`src/rtl/petra_link_if.sv`:
```
// Host-side bus of a petra_link optical transceiver: TX write strobe/data, RX word and status.
interface petra_link_if #(
    parameter int unsigned MSG_WIDTH = 8
);
    logic                 send_message;
    logic [MSG_WIDTH-1:0] data_in;
    logic [MSG_WIDTH-1:0] data_out;
    logic                 irq_tx;
    logic                 irq_rx;
    logic                 rx_error;
    logic                 tx_full;
    logic                 tx_overflow;

    modport master (
        output send_message, data_in,
        input  data_out, irq_tx, irq_rx, rx_error, tx_full, tx_overflow
    );

    modport slave (
        input  send_message, data_in,
        output data_out, irq_tx, irq_rx, rx_error, tx_full, tx_overflow
    );
endinterface

```
`src/rtl/petra_link.sv`:
```
// Optical serial link: TX FIFO feeding a framed on-off-keyed transmitter, and an
// independent oversampling receiver with even-parity and stop-bit checking.
module petra_link #(
    parameter int unsigned MSG_WIDTH  = 8,
    parameter int unsigned BIT_CLOCKS = 4,
    parameter int unsigned FIFO_DEPTH = 4,
    parameter bit          PARITY_EN  = 1'b1
) (
    input  logic        clock,
    input  logic        reset,
    petra_link_if.slave bus,
    input  logic        led_in,
    output logic        led_out
);
    localparam int unsigned PtrW = (FIFO_DEPTH > 1) ? $clog2(FIFO_DEPTH) : 1;
    localparam int unsigned OccW = PtrW + 1;
    localparam int unsigned CntW = $clog2(BIT_CLOCKS);
    localparam int unsigned BitW = (MSG_WIDTH > 1) ? $clog2(MSG_WIDTH) : 1;

    typedef enum logic [2:0] {TxIdle, TxStart, TxData, TxParity, TxStop} tx_state_e;
    typedef enum logic [2:0] {RxIdle, RxStart, RxData, RxParity, RxStop} rx_state_e;

    // ---------------- TX FIFO ----------------
    logic [MSG_WIDTH-1:0] fifo_mem [FIFO_DEPTH];
    logic [PtrW-1:0]      wr_ptr_q, rd_ptr_q;
    logic [OccW-1:0]      count_q;
    logic                 full, nonempty, push, pop, overflow_q;

    assign full     = (count_q == OccW'(FIFO_DEPTH));
    assign nonempty = (count_q != '0);
    assign push     = bus.send_message && !full;

    always_ff @(posedge clock) begin
        if (push) fifo_mem[wr_ptr_q] <= bus.data_in;
    end

    always_ff @(posedge clock or posedge reset) begin
        if (reset) begin
            wr_ptr_q   <= '0;
            rd_ptr_q   <= '0;
            count_q    <= '0;
            overflow_q <= 1'b0;
        end else begin
            if (push) wr_ptr_q <= wr_ptr_q + PtrW'(1);
            if (pop)  rd_ptr_q <= rd_ptr_q + PtrW'(1);
            if (push && !pop)      count_q <= count_q + OccW'(1);
            else if (pop && !push) count_q <= count_q - OccW'(1);
            // Full is judged on registered occupancy, so a same-cycle pop does not rescue a write.
            if (bus.send_message && full) overflow_q <= 1'b1;
        end
    end

    // ---------------- TX FSM ----------------
    tx_state_e            tx_state_q, tx_state_d;
    logic [CntW-1:0]      tx_cnt_q, tx_cnt_d;
    logic [BitW-1:0]      tx_bit_q, tx_bit_d;
    logic [MSG_WIDTH-1:0] tx_word_q, tx_word_d;
    logic                 led_q, led_d, tx_done, irq_tx;

    assign tx_done = (tx_cnt_q == CntW'(BIT_CLOCKS - 1));

    always_ff @(posedge clock or posedge reset) begin
        if (reset) begin
            tx_state_q <= TxIdle;
            tx_cnt_q   <= '0;
            tx_bit_q   <= '0;
            tx_word_q  <= '0;
            led_q      <= 1'b0;
        end else begin
            tx_state_q <= tx_state_d;
            tx_cnt_q   <= tx_cnt_d;
            tx_bit_q   <= tx_bit_d;
            tx_word_q  <= tx_word_d;
            led_q      <= led_d;
        end
    end

    // led_d is the line level of the state being entered, so led_out stays a plain register.
    always_comb begin
        tx_state_d = tx_state_q;
        tx_cnt_d   = tx_cnt_q + CntW'(1);
        tx_bit_d   = tx_bit_q;
        tx_word_d  = tx_word_q;
        led_d      = led_q;
        pop        = 1'b0;
        irq_tx     = 1'b0;
        unique case (tx_state_q)
            TxIdle: begin
                tx_cnt_d = '0;
                if (nonempty) begin
                    pop        = 1'b1;
                    tx_word_d  = fifo_mem[rd_ptr_q];
                    tx_state_d = TxStart;
                    led_d      = 1'b1;
                end
            end
            TxStart: begin
                if (tx_done) begin
                    tx_cnt_d   = '0;
                    tx_bit_d   = '0;
                    tx_state_d = TxData;
                    led_d      = tx_word_q[0];
                end
            end
            TxData: begin
                if (tx_done) begin
                    tx_cnt_d = '0;
                    if (tx_bit_q == BitW'(MSG_WIDTH - 1)) begin
                        tx_state_d = PARITY_EN ? TxParity : TxStop;
                        led_d      = PARITY_EN ? ^tx_word_q : 1'b0;
                    end else begin
                        tx_bit_d = tx_bit_q + BitW'(1);
                        led_d    = tx_word_q[tx_bit_q + BitW'(1)];
                    end
                end
            end
            TxParity: begin
                if (tx_done) begin
                    tx_cnt_d   = '0;
                    tx_state_d = TxStop;
                    led_d      = 1'b0;
                end
            end
            TxStop: begin
                if (tx_done) begin
                    irq_tx   = 1'b1;
                    tx_cnt_d = '0;
                    if (nonempty) begin
                        pop        = 1'b1;
                        tx_word_d  = fifo_mem[rd_ptr_q];
                        tx_state_d = TxStart;
                        led_d      = 1'b1;
                    end else begin
                        tx_state_d = TxIdle;
                        led_d      = 1'b0;
                    end
                end
            end
            default: tx_state_d = TxIdle;
        endcase
    end

    // ---------------- RX ----------------
    logic [1:0]           sync_q;
    logic                 rx_line, rx_prev_q;
    rx_state_e            rx_state_q, rx_state_d;
    logic [CntW-1:0]      rx_cnt_q, rx_cnt_d;
    logic [BitW-1:0]      rx_bit_q, rx_bit_d;
    logic [MSG_WIDTH-1:0] rx_shift_q, rx_shift_d, data_q, data_d;
    logic                 rx_par_q, rx_par_d, irq_rx_q, irq_rx_d, rx_err_q, rx_err_d;
    logic                 rx_done, parity_ok;

    assign rx_line   = sync_q[1];
    assign rx_done   = (rx_cnt_q == CntW'(BIT_CLOCKS - 1));
    assign parity_ok = PARITY_EN ? !(^rx_shift_q ^ rx_par_q) : 1'b1;

    always_ff @(posedge clock or posedge reset) begin
        if (reset) begin
            sync_q     <= '0;
            rx_prev_q  <= 1'b0;
            rx_state_q <= RxIdle;
            rx_cnt_q   <= '0;
            rx_bit_q   <= '0;
            rx_shift_q <= '0;
            rx_par_q   <= 1'b0;
            data_q     <= '0;
            irq_rx_q   <= 1'b0;
            rx_err_q   <= 1'b0;
        end else begin
            sync_q     <= {sync_q[0], led_in};
            rx_prev_q  <= rx_line;
            rx_state_q <= rx_state_d;
            rx_cnt_q   <= rx_cnt_d;
            rx_bit_q   <= rx_bit_d;
            rx_shift_q <= rx_shift_d;
            rx_par_q   <= rx_par_d;
            data_q     <= data_d;
            irq_rx_q   <= irq_rx_d;
            rx_err_q   <= rx_err_d;
        end
    end

    always_comb begin
        rx_state_d = rx_state_q;
        rx_cnt_d   = rx_cnt_q + CntW'(1);
        rx_bit_d   = rx_bit_q;
        rx_shift_d = rx_shift_q;
        rx_par_d   = rx_par_q;
        data_d     = data_q;
        irq_rx_d   = 1'b0;
        rx_err_d   = 1'b0;
        unique case (rx_state_q)
            RxIdle: begin
                rx_cnt_d = '0;
                if (rx_line && !rx_prev_q) rx_state_d = RxStart;
            end
            RxStart: begin
                // Mid-start-bit sample; a low line here was only a glitch.
                if (rx_cnt_q == CntW'(BIT_CLOCKS / 2 - 1)) begin
                    rx_cnt_d   = '0;
                    rx_bit_d   = '0;
                    rx_state_d = rx_line ? RxData : RxIdle;
                end
            end
            RxData: begin
                if (rx_done) begin
                    rx_cnt_d             = '0;
                    rx_shift_d[rx_bit_q] = rx_line;
                    if (rx_bit_q == BitW'(MSG_WIDTH - 1)) begin
                        rx_state_d = PARITY_EN ? RxParity : RxStop;
                    end else begin
                        rx_bit_d = rx_bit_q + BitW'(1);
                    end
                end
            end
            RxParity: begin
                if (rx_done) begin
                    rx_cnt_d   = '0;
                    rx_par_d   = rx_line;
                    rx_state_d = RxStop;
                end
            end
            RxStop: begin
                if (rx_done) begin
                    rx_state_d = RxIdle;
                    if (!rx_line && parity_ok) begin
                        data_d   = rx_shift_q;
                        irq_rx_d = 1'b1;
                    end else begin
                        rx_err_d = 1'b1;
                    end
                end
            end
            default: rx_state_d = RxIdle;
        endcase
    end

    assign bus.data_out    = data_q;
    assign bus.irq_tx      = irq_tx;
    assign bus.irq_rx      = irq_rx_q;
    assign bus.rx_error    = rx_err_q;
    assign bus.tx_full     = full;
    assign bus.tx_overflow = overflow_q;
    assign led_out         = led_q;
endmodule

```
`src/flat_wrapper.sv`:
```
// flat-port wrapper written by rule: the top's interface ports become plain ports
module petra_link_flat 
#(
    parameter int unsigned MSG_WIDTH  = 8,
    parameter int unsigned BIT_CLOCKS = 4,
    parameter int unsigned FIFO_DEPTH = 4,
    parameter bit          PARITY_EN  = 1'b1
)
  (clock, reset, led_in, led_out, bus_send_message, bus_data_in, bus_data_out, bus_irq_tx, bus_irq_rx, bus_rx_error, bus_tx_full, bus_tx_overflow);
  petra_link_if #(.MSG_WIDTH(MSG_WIDTH)) bus_i ();
  input  logic clock;
  input  logic reset;
  input  logic led_in;
  output logic led_out;
  input wire logic [$bits(bus_i.send_message)-1:0] bus_send_message;
  input wire logic [$bits(bus_i.data_in)-1:0] bus_data_in;
  output wire logic [$bits(bus_i.data_out)-1:0] bus_data_out;
  output wire logic [$bits(bus_i.irq_tx)-1:0] bus_irq_tx;
  output wire logic [$bits(bus_i.irq_rx)-1:0] bus_irq_rx;
  output wire logic [$bits(bus_i.rx_error)-1:0] bus_rx_error;
  output wire logic [$bits(bus_i.tx_full)-1:0] bus_tx_full;
  output wire logic [$bits(bus_i.tx_overflow)-1:0] bus_tx_overflow;
  assign bus_i.send_message = bus_send_message;
  assign bus_i.data_in = bus_data_in;
  assign bus_data_out = bus_i.data_out;
  assign bus_irq_tx = bus_i.irq_tx;
  assign bus_irq_rx = bus_i.irq_rx;
  assign bus_rx_error = bus_i.rx_error;
  assign bus_tx_full = bus_i.tx_full;
  assign bus_tx_overflow = bus_i.tx_overflow;
  petra_link #(.MSG_WIDTH(MSG_WIDTH), .BIT_CLOCKS(BIT_CLOCKS), .FIFO_DEPTH(FIFO_DEPTH), .PARITY_EN(PARITY_EN)) u_core (.clock(clock), .reset(reset), .bus(bus_i), .led_in(led_in), .led_out(led_out));
endmodule
```
`config.mk`:
```
export PLATFORM = sky130hd
export DESIGN_NAME = petra_link_flat
export DESIGN_NICKNAME = d
export VERILOG_FILES = /design/src/rtl/petra_link_if.sv /design/src/rtl/petra_link.sv /design/src/flat_wrapper.sv
export SDC_FILE = /design/constraint.sdc
export NUM_CORES = 1
export LEC_CHECK = 0
export CORE_MARGIN = 2
export CORE_UTILIZATION = 60
export DETAILED_ROUTE_END_ITERATION = 6
export PLACE_DENSITY = 0.78
export REMOVE_ABC_BUFFERS = 1
export SYNTH_ARGS = -nofsm -noshare
export SYNTH_HDL_FRONTEND = slang
export SYNTH_SLANG_ARGS = --single-unit
export TNS_END_PERCENT = 20
```
`constraint.sdc`:
```
create_clock -name clock -period 5.6 [get_ports clock]
set_clock_uncertainty 0.15 [all_clocks]
set_input_delay 1.68 -clock clock [delete_from_list [all_inputs] [get_ports clock]]
set_output_delay 1.68 -clock clock [all_outputs]
set_load 0.02 [all_outputs]
```
# == Word level (Yosys, flattened, before mapping) ==
# Memories as Yosys holds them, arrays and structs flattened.
# Cells that the tools add are included.
# word_totals
in_bits,12
reg_bits,55
out_inout_bits,14
n_memories,1
ramBits,32
wordCells,153
# classes
addsub,8
n_eq_ne,28
n_lt_le_gt_ge,3
bitwise_logic,1
muxes,59
reduce_logical,34
# mem_list
name,words,word_bits,rd,rd_ports_with_merged_regs,write_ports,line,rtl
u_core.fifo_mem,4,8,1,0,1,petra_link.sv:24,logic [MSG_WIDTH-1:0] fifo_mem [FIFO_DEPTH];
# op_table
op,count
$mux W3,20
$pmux W3 S5,2
$ne A2 B1 Y1 const B,12
$mux W1,21
$reduce_and A6 Y1,3
$mux W8,2
$pmux W8 S2,1
$reduce_xor A8 Y1,2
$eq A3 B3 Y1 const B,5
$eq A3 B2 Y1 const B,4
$pmux W3 S2,2
$add A3 B1 Y3 const B,3
$add A2 B1 Y2 const B,4
$bwmux W8,1
$lt A3 B4 Y1 const B,2
$mux W2,4
$reduce_and A4 Y1,2
$reduce_bool A2 Y1,4
$logic_and A1 B1 Y1,7
$eq A3 B1 Y1 const B,2
$logic_not A1 Y1,6
$logic_not A3 Y1,2
$pmux W2 S3,1
$reduce_and A2 Y1,3
other kinds (16),18

# == Longest topological paths before layout ==
# depth
word_depth,7
depth_mapped,12
mapped_depth_nobuf,11

# == Worst setup path after synthesis ==
# Ideal clock, no wire load.
# synth_timing
path_kind,input to register
start,in bus_send_message
end,reg u_core.count_q[2]
arrival_ps,3065
setup_ps,79
path_stages,8
slack_ps,2306
required_time_ps,5371
n_path_buf,1
cell_sequence,nor2b_1 clkbuf_1 ha_1 inv_1 fa_1 xor2_1 nor2_1 xor2_1
# synth_between
elab_chain_len,4
elab_cells_between_ends,6
cone_classes,1 x mux; 5 x reduce/logical
# synth_rtl
item,line,rtl
"start, declared",flat_wrapper.sv:15,input wire logic [$bits(bus_i.send_message)-1:0] bus_send_message;
$logic_and A1 B1 Y1 *,petra_link.sv:31,assign push = bus.send_message && !full;
net u_core.push,petra_link.sv:27,"logic full, nonempty, push, pop, overflow_q;"
$logic_not A1 Y1,petra_link.sv:47,else if (pop && !push) count_q <= count_q - OccW'(1);
$logic_and A1 B1 Y1,petra_link.sv:47,
$reduce_bool A2 Y1 (no line),--,
"end signal, assigned",petra_link.sv:46,if (push && !pop) count_q <= count_q + OccW'(1);
"end signal, assigned",petra_link.sv:47,
"end, declared",petra_link.sv:26,logic [OccW-1:0] count_q;
# The timed path passes the listed nets; every way through them passes the cells marked *.
# A chain may end at the register's enable or synchronous reset.

# == Worst setup path in the final report ==
# layout_timing
start,reg u_core.tx_state_q[0]
end,out bus_irq_tx
# layout_between
elab_chain_len,2
# layout_rtl
item,line,rtl
"start, declared",petra_link.sv:54,"tx_state_e tx_state_q, tx_state_d;"
"start signal, assigned",petra_link.sv:64,tx_state_q <= TxIdle;
"start signal, assigned",petra_link.sv:70,tx_state_q <= tx_state_d;
$eq A3 B3 Y1,petra_link.sv:87,unique case (tx_state_q)
$mux W1,petra_link.sv:87,
"end, declared",flat_wrapper.sv:18,output wire logic [$bits(bus_i.irq_tx)-1:0] bus_irq_tx;
# Every way passes these cells.

==> flow_summary.yaml <==
worst_setup_path:
  cp.buffers_inverters: 1
  r2r_setup_slack_ns: 2.68
  cp-endpoint: "bus_irq_tx"
  crit_required_ns: 3.77
  critPathLaunch: "u_core.tx_state_q[0]$_DFFE_PP0P_"
  crit_slowest_cell: "clkdlybuf4s50_1"
  cp.arrival_ns: 1.93
  r2r-end: "u_core.count_q[1]$_DFFE_PP0P_"
  cp.depth: 3
  crit_path_max_fanout: 11
  ff2ff_path_depth: 7
  worstSetupPathType: "reg -> out"
  r2r-start: "u_core.tx_state_q[0]$_DFFE_PP0P_"
  path_cells: "or2_2, nor2_1, clkdlybuf4s50_1"
  path_delay_family: "buffers and inverters"
  critPathMaxStageDelay_ns: 0.60
  end_kind: "primary output"
  start_kind: "register"
route:
  vias: 2172
  drtIter0Drc: 123
  drc: 0
  drt-total-wl_um: 5950
  via_per_inst: 5.48
  wl_per_cell_um: 15.0
  first_pass_iters: 4
  ant_nets: 0
final_layout:
  multi_input_area_um2: 1450
  seqCellArea_um2: 2340
  postLayoutCellArea_um2: 4380
  final_core_util_pct: 69.4
  area_delta_synth_final_pct: 12.9
  drive_above_1_share_pct: 16.6
  antenna_cells: 0
  fin_nets: 340
  fillers: 451
sta:
  rsz0062_at_grt: "false"
  relSlewSlack_pct: 41.0
  fin_ws_ns: 1.84
  slew_violations: 0
  setup_tns_ns: 0
  finalHoldViolCount: 0
  setup_viol_count_final: 0
  fmax_mhz: 266
  worstMarginPinSlew_ns: 0.873
  fin_crit_ns: 3.76
  fin_hold_ws_ns: 0.209
  fin_crit_sh_pct: 67.2
synth:
  synth_top_area_share_pct: 35.4
  synth_cell_types: 41
  netlist_area_um2: 3880
  netlist_instances: 289
  yosys.area.top_type: "dfrtp_1"
  synth_area_per_cell_um2: 13.4
  yosysWarnings: 0
  synth_area_leaders: "dfrtp_1 35%, edfxtp_1 25%, mux4_2 5.8%, mux2_2 5.5%, ha_1 4.2%"
  yosysSeqAreaShare_pct: 60.2
  ys_ff_latch: 87
hold_path:
  min_path_type: "reg -> reg"
  worstHoldStart: "u_core.sync_q[0]$_DFF_PP0_"
run:
  cap_violations: 0
grt:
  grt_max_degree: 56
  grt.total_usage_pct: 18.2
  grt_pass1_wl_um: 10000
  grt_pass1_vias: 2137
  grt-ovfl-total: 0
  antenna_found_initial: 0
place:
  postPlaceCellArea_um2: 4190
  portBuffers: 25
  dpl.hpwl_um: 3950
  place_congestion: 0.840
  dp_slack_ns: 1.55
power_and_ir_drop:
  vdd_drop_max_mv: 0.353
  p_per_area_nw_per_um2: 481
  p_leak_nw: 1.79
floorplanning:
  start_util_pct: 61.5
  core.rowCount: 29
  die_w_um: 84.5
  ios: 26
  die_y_um: 84.5
  dieArea_um2: 7130
  core_um2: 6310
clocking:
  ctsRootBufferMaster: "clkbuf_8"
  holdBufCountCts: 0
  htreeDepth: 3
  post_cts_resized: 0
  cts_tree: "built"
  cts_made_buffers: 9
  post_cts_buffers: 0
  clock-sinks: 87
  clk_pin_slew_ns: 0.09
  clockBufferDepth: 2
  insertion_delay_ns: 0.36
outcome:
  outcome: "complete, no violations"
how the worst min path moves through the flow:
stage          slack (ns)  cells past startpoint                          to
3_3_place_gp         0.19                      0  u_core.sync_q[1]$_DFF_PP0_
5_1_grt              0.22                      0  u_core.sync_q[1]$_DFF_PP0_
3_5_place_dp         0.19                      0  u_core.sync_q[1]$_DFF_PP0_
6_report             0.21                      0  u_core.sync_q[1]$_DFF_PP0_
4_1_cts              0.21                      0  u_core.sync_q[1]$_DFF_PP0_
2_1_floorplan        0.18                      0  u_core.sync_q[1]$_DFF_PP0_
flip-flops by register name, summed over array words and instances, names as in the netlist, 3 cells and up:
name and flops:
u_core.fifo_mem 32, u_core.tx_state_q 3, u_core.tx_bit_q 3, u_core.rx_bit_q 3, u_core.rx_shift_q 8, u_core.rx_state_q 3
u_core.count_q 3, u_core.tx_word_q 8, u_core.bus.data_out 8
cell families (layout without fill, tap and decap cells):
family                   Yosys count  in the layout  share of synthesized area (%)
flip-flops                        87             87                           60.2
AND/OR/NAND/NOR                   75             75                           10.3
AO/OA/AOI/OAI                     37             37                           5.44
multiplexers                      30             30                           11.6
buffers and inverters             25             55                           2.51
XOR/XNOR                          21             21                           5.28
adder cells (fa/ha/maj)           14             14                           4.70
cell type report:
type | count | area share [%]
Tap cell | 77 | 2.20
Clock inverter | 7 | 1.60
Timing Repair Buffer | 26 | 5.88
Clock buffer | 9 | 2.83
Multi-Input combinational cell | 177 | 33.1
Inverter | 13 | 1.11
Sequential cell | 87 | 53.3
synthesized netlist by cell type:
cell type  number
a211o_1         1
a211oi_1        1
a21o_1          2
a21oi_1         7
a31oi_1         3
and2_1          4
buf_2           3
clkbuf_1        9
clkinv_1        1
dfrtp_1        55
edfxtp_1       32
fa_1            1
ha_1           13
inv_1          12
mux2_2         19
mux2i_1         1
mux4_2         10
nand2_1        21
nand2b_1        3
nand3_1         7
nand3b_1        3
nand3b_4        1
nand4_1         3
nor2_1         13
nor2b_1         5
nor3_1          3
nor3b_1         5
nor4b_1         1
o211ai_1        1
o21a_1          1
o21ai_0        19
o31a_1          1
o31ai_1         1
or2_2           3
or3_1           1
or3b_2          1
or4_1           1
xnor2_1        13
xnor2_2         1
xnor3_1         1
xor2_1          6
through the flow:
stage	total power, mW	instances
2_1_floorplan	1.53	277
3_3_place_gp	1.66	380
3_5_place_dp	1.70	380
4_1_cts	2.13	396
5_1_grt	2.26	396
6_report	2.11	396
per-layer routing:
metal	vias up	wire length (um)	track usage, %
li1	1078	-	-
met1	1047	2910	26.1
met2	35	2720	27.2
met3	12	194	4.23
met4	0	127	7.65
met5	-	0	0
placed cells by master, fill, tap and decap left out, types with 7 or more instances in the layout:
cell              n
dfrtp_1          55
nand2_1          21
mux4_2           10
xnor2_1          13
inv_1            11
mux2_2           19
ha_1             13
a21oi_1           7
clkbuf_8          9
edfxtp_1         32
clkdlybuf4s50_1  25
nand3_1           7
o21ai_0          19
nor2_1           13
worst register-to-register path, stage by stage, from the launching register on:
cell     delay, ns
dfrtp_1       0.49
or2_2         0.37
nor2_1        0.70
inv_1         0.11
ha_1          0.25
inv_1         0.08
fa_1          0.38
mux2_2        0.27
report_power, final:
group	switching (mW)	leakage (nW)	total, mW	internal [mW]
clock network	0.255	0.0981	0.432	0.177
logic	0.305	0.696	0.679	0.374
registers	0.169	0.996	0.996	0.827
No activity file was read; power rests on OpenSTA's default activity.
